`src/rtl/bcd_pkg.sv`:
```
// Shared BCD definitions: digit type, adjust constants and converter FSM states.
package bcd_pkg;

  typedef logic [3:0] bcd_digit_t;

  localparam bcd_digit_t BCD_MAX    = 4'd9;
  localparam bcd_digit_t BCD_ADJ_TH = 4'd8;
  localparam bcd_digit_t BCD_ADJ    = 4'd3;

  typedef enum logic [1:0] {IDLE, SHIFT, DONE} b2b_state_t;

endpackage

```
`src/rtl/bcd_nibble_adj.sv`:
```
// Reverse double-dabble nibble correction: a nibble >= 8 after a right shift
// had a "ten" shifted into it from the nibble above, so remove the excess 3.
// Ports:
//   din    in   4  shifted BCD nibble
//   dout_c out  4  corrected nibble (combinational)
module bcd_nibble_adj
  import bcd_pkg::*;
(
  input  bcd_digit_t din,
  output bcd_digit_t dout_c
);

  assign dout_c = (din >= BCD_ADJ_TH) ? bcd_digit_t'(din - BCD_ADJ) : din;

endmodule

```
`src/rtl/bcd2bin_seq.sv`:
```
// Sequential BCD-to-binary converter, one bit per clock (reverse double-dabble).
// Ports:
//   clk, rst_n            clock, async active-low reset
//   in_valid/in_ready     input handshake for bcd_in (NDIG packed digits, [3:0]=units)
//   out_valid/out_ready   output handshake for bin_out/err
//   bin_out               binary result (BW bits), 0 when err
//   err                   an input digit was > 9
module bcd2bin_seq
  import bcd_pkg::*;
#(
  parameter  int unsigned NDIG = 2,
  localparam int unsigned BW   = $clog2(10**NDIG)
) (
  input  logic              clk,
  input  logic              rst_n,
  input  logic              in_valid,
  output logic              in_ready,
  input  logic [4*NDIG-1:0] bcd_in,
  output logic              out_valid,
  input  logic              out_ready,
  output logic [BW-1:0]     bin_out,
  output logic              err
);

  localparam int unsigned DW = 4 * NDIG;
  localparam int unsigned CW = $clog2(BW);

  b2b_state_t    state;
  logic [DW-1:0] bcd_q;
  logic [BW-1:0] bin_q;
  logic [CW-1:0] cnt;
  logic          err_q;

  logic [DW-1:0] bcd_sh_c;
  logic [DW-1:0] bcd_adj_c;
  logic [BW-1:0] bin_sh_c;
  logic          digit_err_c;

  // Any illegal digit in the incoming word
  always_comb begin
    digit_err_c = 1'b0;
    for (int i = 0; i < int'(NDIG); i++) begin
      if (bcd_in[4*i +: 4] > BCD_MAX) digit_err_c = 1'b1;
    end
  end

  // One step: {bcd_q,bin_q} >> 1, then per-nibble correction of the BCD half
  assign bcd_sh_c = {1'b0, bcd_q[DW-1:1]};
  assign bin_sh_c = {bcd_q[0], bin_q[BW-1:1]};

  for (genvar g = 0; g < int'(NDIG); g++) begin : g_adj
    bcd_nibble_adj u_adj (
      .din    (bcd_sh_c[4*g +: 4]),
      .dout_c (bcd_adj_c[4*g +: 4])
    );
  end

  // Control FSM, shift register and registered outputs
  always_ff @(posedge clk or negedge rst_n) begin
    if (!rst_n) begin
      state     <= IDLE;
      in_ready  <= 1'b1;
      out_valid <= 1'b0;
      bin_out   <= '0;
      err       <= 1'b0;
      err_q     <= 1'b0;
      bcd_q     <= '0;
      bin_q     <= '0;
      cnt       <= '0;
    end else begin
      case (state)
        IDLE: begin
          if (in_valid) begin
            in_ready <= 1'b0;
            bin_q    <= '0;
            if (digit_err_c) begin
              // Error words skip the datapath; DONE raises out_valid next clock
              err_q <= 1'b1;
              state <= DONE;
            end else begin
              bcd_q <= bcd_in;
              cnt   <= '0;
              state <= SHIFT;
            end
          end
        end
        SHIFT: begin
          bcd_q <= bcd_adj_c;
          bin_q <= bin_sh_c;
          cnt   <= cnt + CW'(1);
          if (cnt == CW'(BW - 1)) begin
            // Present the result on the final shift edge
            out_valid <= 1'b1;
            bin_out   <= bin_sh_c;
            err       <= 1'b0;
            state     <= DONE;
          end
        end
        DONE: begin
          if (out_valid && out_ready) begin
            out_valid <= 1'b0;
            in_ready  <= 1'b1;
            bin_out   <= '0;
            err       <= 1'b0;
            err_q     <= 1'b0;
            state     <= IDLE;
          end else begin
            out_valid <= 1'b1;
            bin_out   <= bin_q;
            err       <= err_q;
          end
        end
        default: begin
          state     <= IDLE;
          in_ready  <= 1'b1;
          out_valid <= 1'b0;
        end
      endcase
    end
  end

endmodule

```
`config.mk`:
```
export PLATFORM = sky130hd
export DESIGN_NAME = bcd2bin_seq
export DESIGN_NICKNAME = d
export VERILOG_FILES = /design/src/rtl/bcd_pkg.sv /design/src/rtl/bcd_nibble_adj.sv /design/src/rtl/bcd2bin_seq.sv
export SDC_FILE = /design/constraint.sdc
export NUM_CORES = 1
export LEC_CHECK = 0
export CAP_MARGIN = 15
export CORE_ASPECT_RATIO = 1.1
export CORE_MARGIN = 5
export CORE_UTILIZATION = 50
export DETAILED_ROUTE_END_ITERATION = 8
export PLACE_DENSITY = 0.83
export SLEW_MARGIN = 20
export SYNTH_ARGS = -nofsm -noshare
export SYNTH_HDL_FRONTEND = slang
export SYNTH_SLANG_ARGS = --single-unit
```
`constraint.sdc`:
```
create_clock -name clk -period 2.1 [get_ports clk]
set_input_delay 0.42 -clock clk [delete_from_list [all_inputs] [get_ports clk]]
set_output_delay 0.42 -clock clk [all_outputs]
set_load 0.005 [all_outputs]
```
Word-level counts from Yosys, hierarchy flattened
Cells that the tools add are included.
W data, S select, Z words.
{ "totals": {"register_bits": 31, "input_bits": 12, "output_inout_bits": 10, "word_cells": 70} }
{ "classes": {"addsub": 3, "magnitude_cmp": 4, "n_eq_ne": 8, "muxes": 32, "bitwise_logic": 2, "n_reduce_logical": 12} }
{ "ops": {"columns": ["op", "n"], "rows": [
  ["$pmux W7 S2", 2],
  ["$mux W7", 3],
  ["$mux W8", 2],
  ["$pmux W8 S2", 1],
  ["$reduce_and A3 Y1", 4],
  ["$mux W1", 10],
  ["$ne A2 B2 Y1 const B", 5],
  ["$gt A4 B4 Y1 const B", 2],
  ["$mux W2", 4],
  ["$mux W4", 2],
  ["$mux W3", 2],
  ["$pmux W1 S3", 2],
  ["$pmux W2 S3", 1],
  ["$pmux W3 S2", 1],
  ["$reduce_and A2 Y1", 3],
  ["$reduce_bool A2 Y1", 3],
  ["$ge A3 B4 Y1 const B", 1],
  ["$ge A4 B4 Y1 const B", 1],
  ["$pmux W1 S2", 2],
  ["$sub A3 B2 Y4 const B", 1],
  ["$sub A4 B2 Y4 const B", 1],
  ["$add A3 B1 Y3 const B", 1],
  ["$eq A3 B3 Y1 const B", 1],
  ["$eq A2 B1 Y1 const B", 1],
  ["other kinds (4)", 5]
]} }

Logic depth before layout (Yosys ltp)
{ "logic_depth": {"depth_word": 6, "depth_mapped": 8, "mapped_depth_nobuf": 6} }

By module
From an unflattened synthesis, not the netlist that was laid out.
{ "hier_totals": {"cells_unflattened": 191, "area_unflattened_um2": 1814.2} }
{ "by_module_without_submodules": {"columns": ["module", "n_inst", "cells_per_inst", "area_per_inst_um2", "seq_area_each_um2"], "rows": [
  ["bcd2bin_seq", 1, 169, 1661.6, 777.0],
  ["bcd_nibble_adj", 2, 11, 76.3, 0.0]
]} }

Least setup slack after synthesis
OpenSTA, ideal clock, no wires.
{ "synth_path": {"kind": "reg2reg", "from": "reg state[0]", "to": "reg bcd_q[4]", "setup_time_ns": 0.083, "arrival_ns": 1.433, "required_ns": 2.017, "path_slack_ns": 0.584, "stages_incl_launch_ff": 9, "n_path_buf": 2, "synth_period_minus_slack_ns": 1.516, "cell_sequence": "dfrtp_1 -> inv_1 -> ha_1 -> buf_6 -> and2_4 -> a32oi_4 -> buf_6 -> nand2_1 -> o21ai_0"} }
{ "synth_between": {"elab_chain_len": 3, "word_cells_on_any_way": 7, "classes_between": "eq/ne: 3; mux: 1; reduce/logical: 3"} }
{ "synth_rtl": {"columns": ["item", "line_no", "rtl"], "rows": [
  ["start: declaration", "bcd2bin_seq.sv:28", "b2b_state_t state;"],
  ["start signal: assignment", "bcd2bin_seq.sv:61", "state <= IDLE;"],
  ["start signal: assignment", "bcd2bin_seq.sv:79", "state <= DONE;"],
  ["start signal: assignment", "bcd2bin_seq.sv:83", "state <= SHIFT;"],
  ["$eq A2 B1 Y1 or $logic_not A2 Y1 (tied branches)", "bcd2bin_seq.sv:71", "case (state)"],
  ["$reduce_bool A2 Y1 (no source line) or $ne A2 B2 Y1 (tied branches)", null, null],
  ["$reduce_and A3 Y1 (no source line)", null, null],
  ["end signal: assignment", "bcd2bin_seq.sv:81", "bcd_q <= bcd_in;"],
  ["end signal: assignment", "bcd2bin_seq.sv:88", "bcd_q <= bcd_adj_c;"],
  ["end: declaration", "bcd2bin_seq.sv:29", "logic [DW-1:0] bcd_q;"]
]} }
Parallel ways exist; a longest one is shown, timed or not.
A chain may end at the register's enable or synchronous reset.

Worst setup path after layout
{ "layout_path": {"from": "reg state[1]", "to": "reg cnt[2]"} }
{ "layout_between": {"elab_chain_len": 3, "word_cells_on_any_way": 7, "classes_between": "eq/ne: 3; mux: 1; reduce/logical: 3"} }
{ "layout_rtl": {"columns": ["item", "line_no", "rtl"], "rows": [
  ["$eq A2 B1 Y1 or $logic_not A2 Y1 (tied branches)", "bcd2bin_seq.sv:71", null],
  ["$reduce_bool A2 Y1 (no source line) or $ne A2 B2 Y1 (tied branches)", null, null],
  ["$reduce_and A3 Y1 (no source line)", null, null],
  ["end signal: assignment", "bcd2bin_seq.sv:90", "cnt <= cnt + CW'(1);"],
  ["end: declaration", "bcd2bin_seq.sv:31", "logic [CW-1:0] cnt;"]
]} }
Parallel ways exist; a longest one is shown, timed or not.

==> qor.yml <==
grt_pass1_wl_um: 5400
power_mw: 2.11
synth_nets: 179
arrival_ps: 2040
fin_setup_tns_ps: 0
core_area_mm2: 0.00307
overflow: 0
wirelength_um: 3010
cts-root-buf: "clkbuf_4"
hpwl_um: 2310
cts_sinks: 31
leakage_nw: 0.842
cts_setup_buffers: 0
synth_cell_types: 35
via_count: 1265
final_cell_mix: "30 x dfrtp_1, 27 x nand2_1, 21 x clkdlybuf4s50_1"
rsz0062_at_grt: "false"
avgSynthCellArea_um2: 10.0
reg2reg_depth: 5
syn_to_final_growth_pct: 19.0
critical_path.max_fanout: 18
clk_latency_ps: 330
p_seq_frac: 0.420
cts.reportedPaths.clkPinSlew_ps: 90
slowest_delay_ps: 420
grt_max_degree: 32
p_comb_frac: 0.415
vdd_drop_max_mv: 0.723
powerDensity_mw_per_mm2: 1110
holdBufCountCts: 0
drcViolationCount: 0
drt_iter0_markers: 77
dieArea_mm2: 0.00444
ctsLongestPathBuffers: 2
mostFrequentLayoutCell: "dfrtp_1"
cts-resized-gates: 0
dr.pass1.iters: 4
cts_tree: "done"
detail-route-antenna-nets: 0
swShare: 0.384
wire_per_inst_um: 13.6
required_ps: 2320
dieHeight_um: 69.4
h-tree-depth: 2
yosysWarningCount: 0
start_util: 0.521
drive_above_1_share: 0.102
startpoint: "state[1]"
syn_area_mm2: 0.00160
path_class: "reg2reg"
maxCapViolations: 0
r2r-end: "cnt[2]"
slew_violations: 0
fin_nets: 206
hp-class: "in2async"
gp_congestion: 0.826
routed_via_density: 5.72
grt_usage: 0.154
n_antenna_cell: 0
endpoint_kind: "register"
ys_seq_area_frac: 0.485
slowest_stage: "a221o_1"
fmax_mhz: 550
start_kind: "register"
nFillCells: 278
p_sw_mw: 0.811
antenna_found_initial: 0
worst_pin_slew_ps: 505
num_rows: 21
rrSetupSlack_ps: 280
dp_slack_ps: 81.8
setup_viol: 0
status: "completed"
p_int_mw: 1.30
cp_cell_sequence: "inv_1, ha_1, and2_4, a32oi_4, a221o_1"
portBuffers: 21
relSlewSlack: 0.661
r2r-start: "state[1]"
hold_violations: 0
fin_util: 0.621
cts_inserted_buffers: 5
fin_crit_sh: 0.866
skew_ps: 5.30
ys_ff_latch: 31
die_x_um: 64.0
pwr-share-clk: 0.165
synth_cells: 160
worst_slack_ps: 281
pin_count: 22
fin_crit_ps: 1820
grt_pass1_vias: 1204
-- layer usage --
metal  vias up  track usage  wire length (um)
met2        42        0.248              1500
met3         7       0.0486               219
met5         -            0                 0
met4         0       0.0878                72
li1        622            -                 -
met1       594        0.177              1230
-- worst max-delay path, delay by kind of cell (launching register included) --
family	cells	cell delay (ps)
compound gates	2	640
fa+ha+maj	1	340
buf+inv	1	100
flops	1	390
simple gates	1	240
-- synthesized netlist by cell type --
master	n	share of area
a22oi_1	1	0.0047
a32o_1	1	0.0062
a31o_2	1	0.0055
dfrtp_1	30	0.47
nand2_1	27	0.063
xnor2_1	2	0.011
mux2i_1	5	0.031
a21oi_1	6	0.019
o41ai_1	1	0.0055
nor2b_1	7	0.027
inv_1	9	0.021
a221o_1	1	0.0062
nor2_1	1	0.0023
o21ai_0	20	0.062
and2_1	1	0.0039
buf_2	3	0.0094
clkbuf_1	1	0.0023
a31oi_1	7	0.027
a32oi_4	1	0.017
nand4_1	1	0.0039
a22o_1	8	0.044
nand2b_4	1	0.0086
dfstp_2	1	0.016
o21ai_1	4	0.012
and2_4	1	0.0055
buf_4	1	0.0047
nand3_1	2	0.0062
o211ai_1	1	0.0047
buf_6	2	0.014
ha_1	7	0.055
nor3b_1	1	0.0047
o211a_1	1	0.0062
nand2b_1	2	0.0078
o221ai_1	1	0.0055
a21boi_2	1	0.0070
-- layout make-up --
cell class / count / area, um^2 / share of cell area
timing repair buffer: 27 / 255 / 0.134
tap: 34 / 42.5 / 0.0223
multi-input combinational: 113 / 743 / 0.390
inverter: 9 / 33.8 / 0.0177
clock buffer: 6 / 51.3 / 0.0269
clock inverter: 1 / 5.00 / 0.00262
sequential: 31 / 777 / 0.407
-- registers in the layout, summed over array words and instances (netlist names) --
register   cells
bin_out        7
bin_q          7
in_ready       1
out_valid      1
err_q          1
state          2
bcd_q          8
cnt            3
err            1
-- power groups by stage --
| stage | combinational, mW | sequential [mW] | clock (mW) |
|---|---|---|---|
| CTS | 0.884 | 0.888 | 0.360 |
| floorplan | 0.663 | 0.874 | 0 |
| global route | 1.01 | 0.915 | 0.382 |
| detailed placement | 0.878 | 0.901 | 0 |
| finish | 0.877 | 0.886 | 0.349 |
| global placement | 0.854 | 0.890 | 0 |
-- stage by stage --
stage / hold slack [ps] / std cells / area, um^2
after floorplan: 124 / 160 / 1600
after global placement: 461 / 214 / 1850
after detailed placement: 470 / 214 / 1850
after CTS: 460 / 221 / 1910
after global routing: 490 / 221 / 1910
final: 463 / 221 / 1910
-- cell families after synthesis --
logic type	after synthesis	share of synthesized area
AO/OA/AOI/OAI	55	0.233
AND/OR/NAND/NOR	44	0.133
flip-flops	31	0.485
buffers and inverters	16	0.0515
adder cells (fa/ha/maj)	7	0.0546
multiplexers	5	0.0312
XOR/XNOR	2	0.0109
-- how the worst max path moves through the flow --
| stage | endpoint | slack [ps] | depth (start not counted) |
|---|---|---|---|
| 2_1_floorplan | bcd_q[4] | 580 | 8 |
| 3_3_place_gp | cnt[2] | 150 | 4 |
| 3_5_place_dp | cnt[2] | 80 | 4 |
| 4_1_cts | cnt[2] | 300 | 5 |
| 5_1_grt | bcd_q[1] | 130 | 5 |
| 6_report | cnt[2] | 280 | 5 |
(Power assumes the default switching activity.)
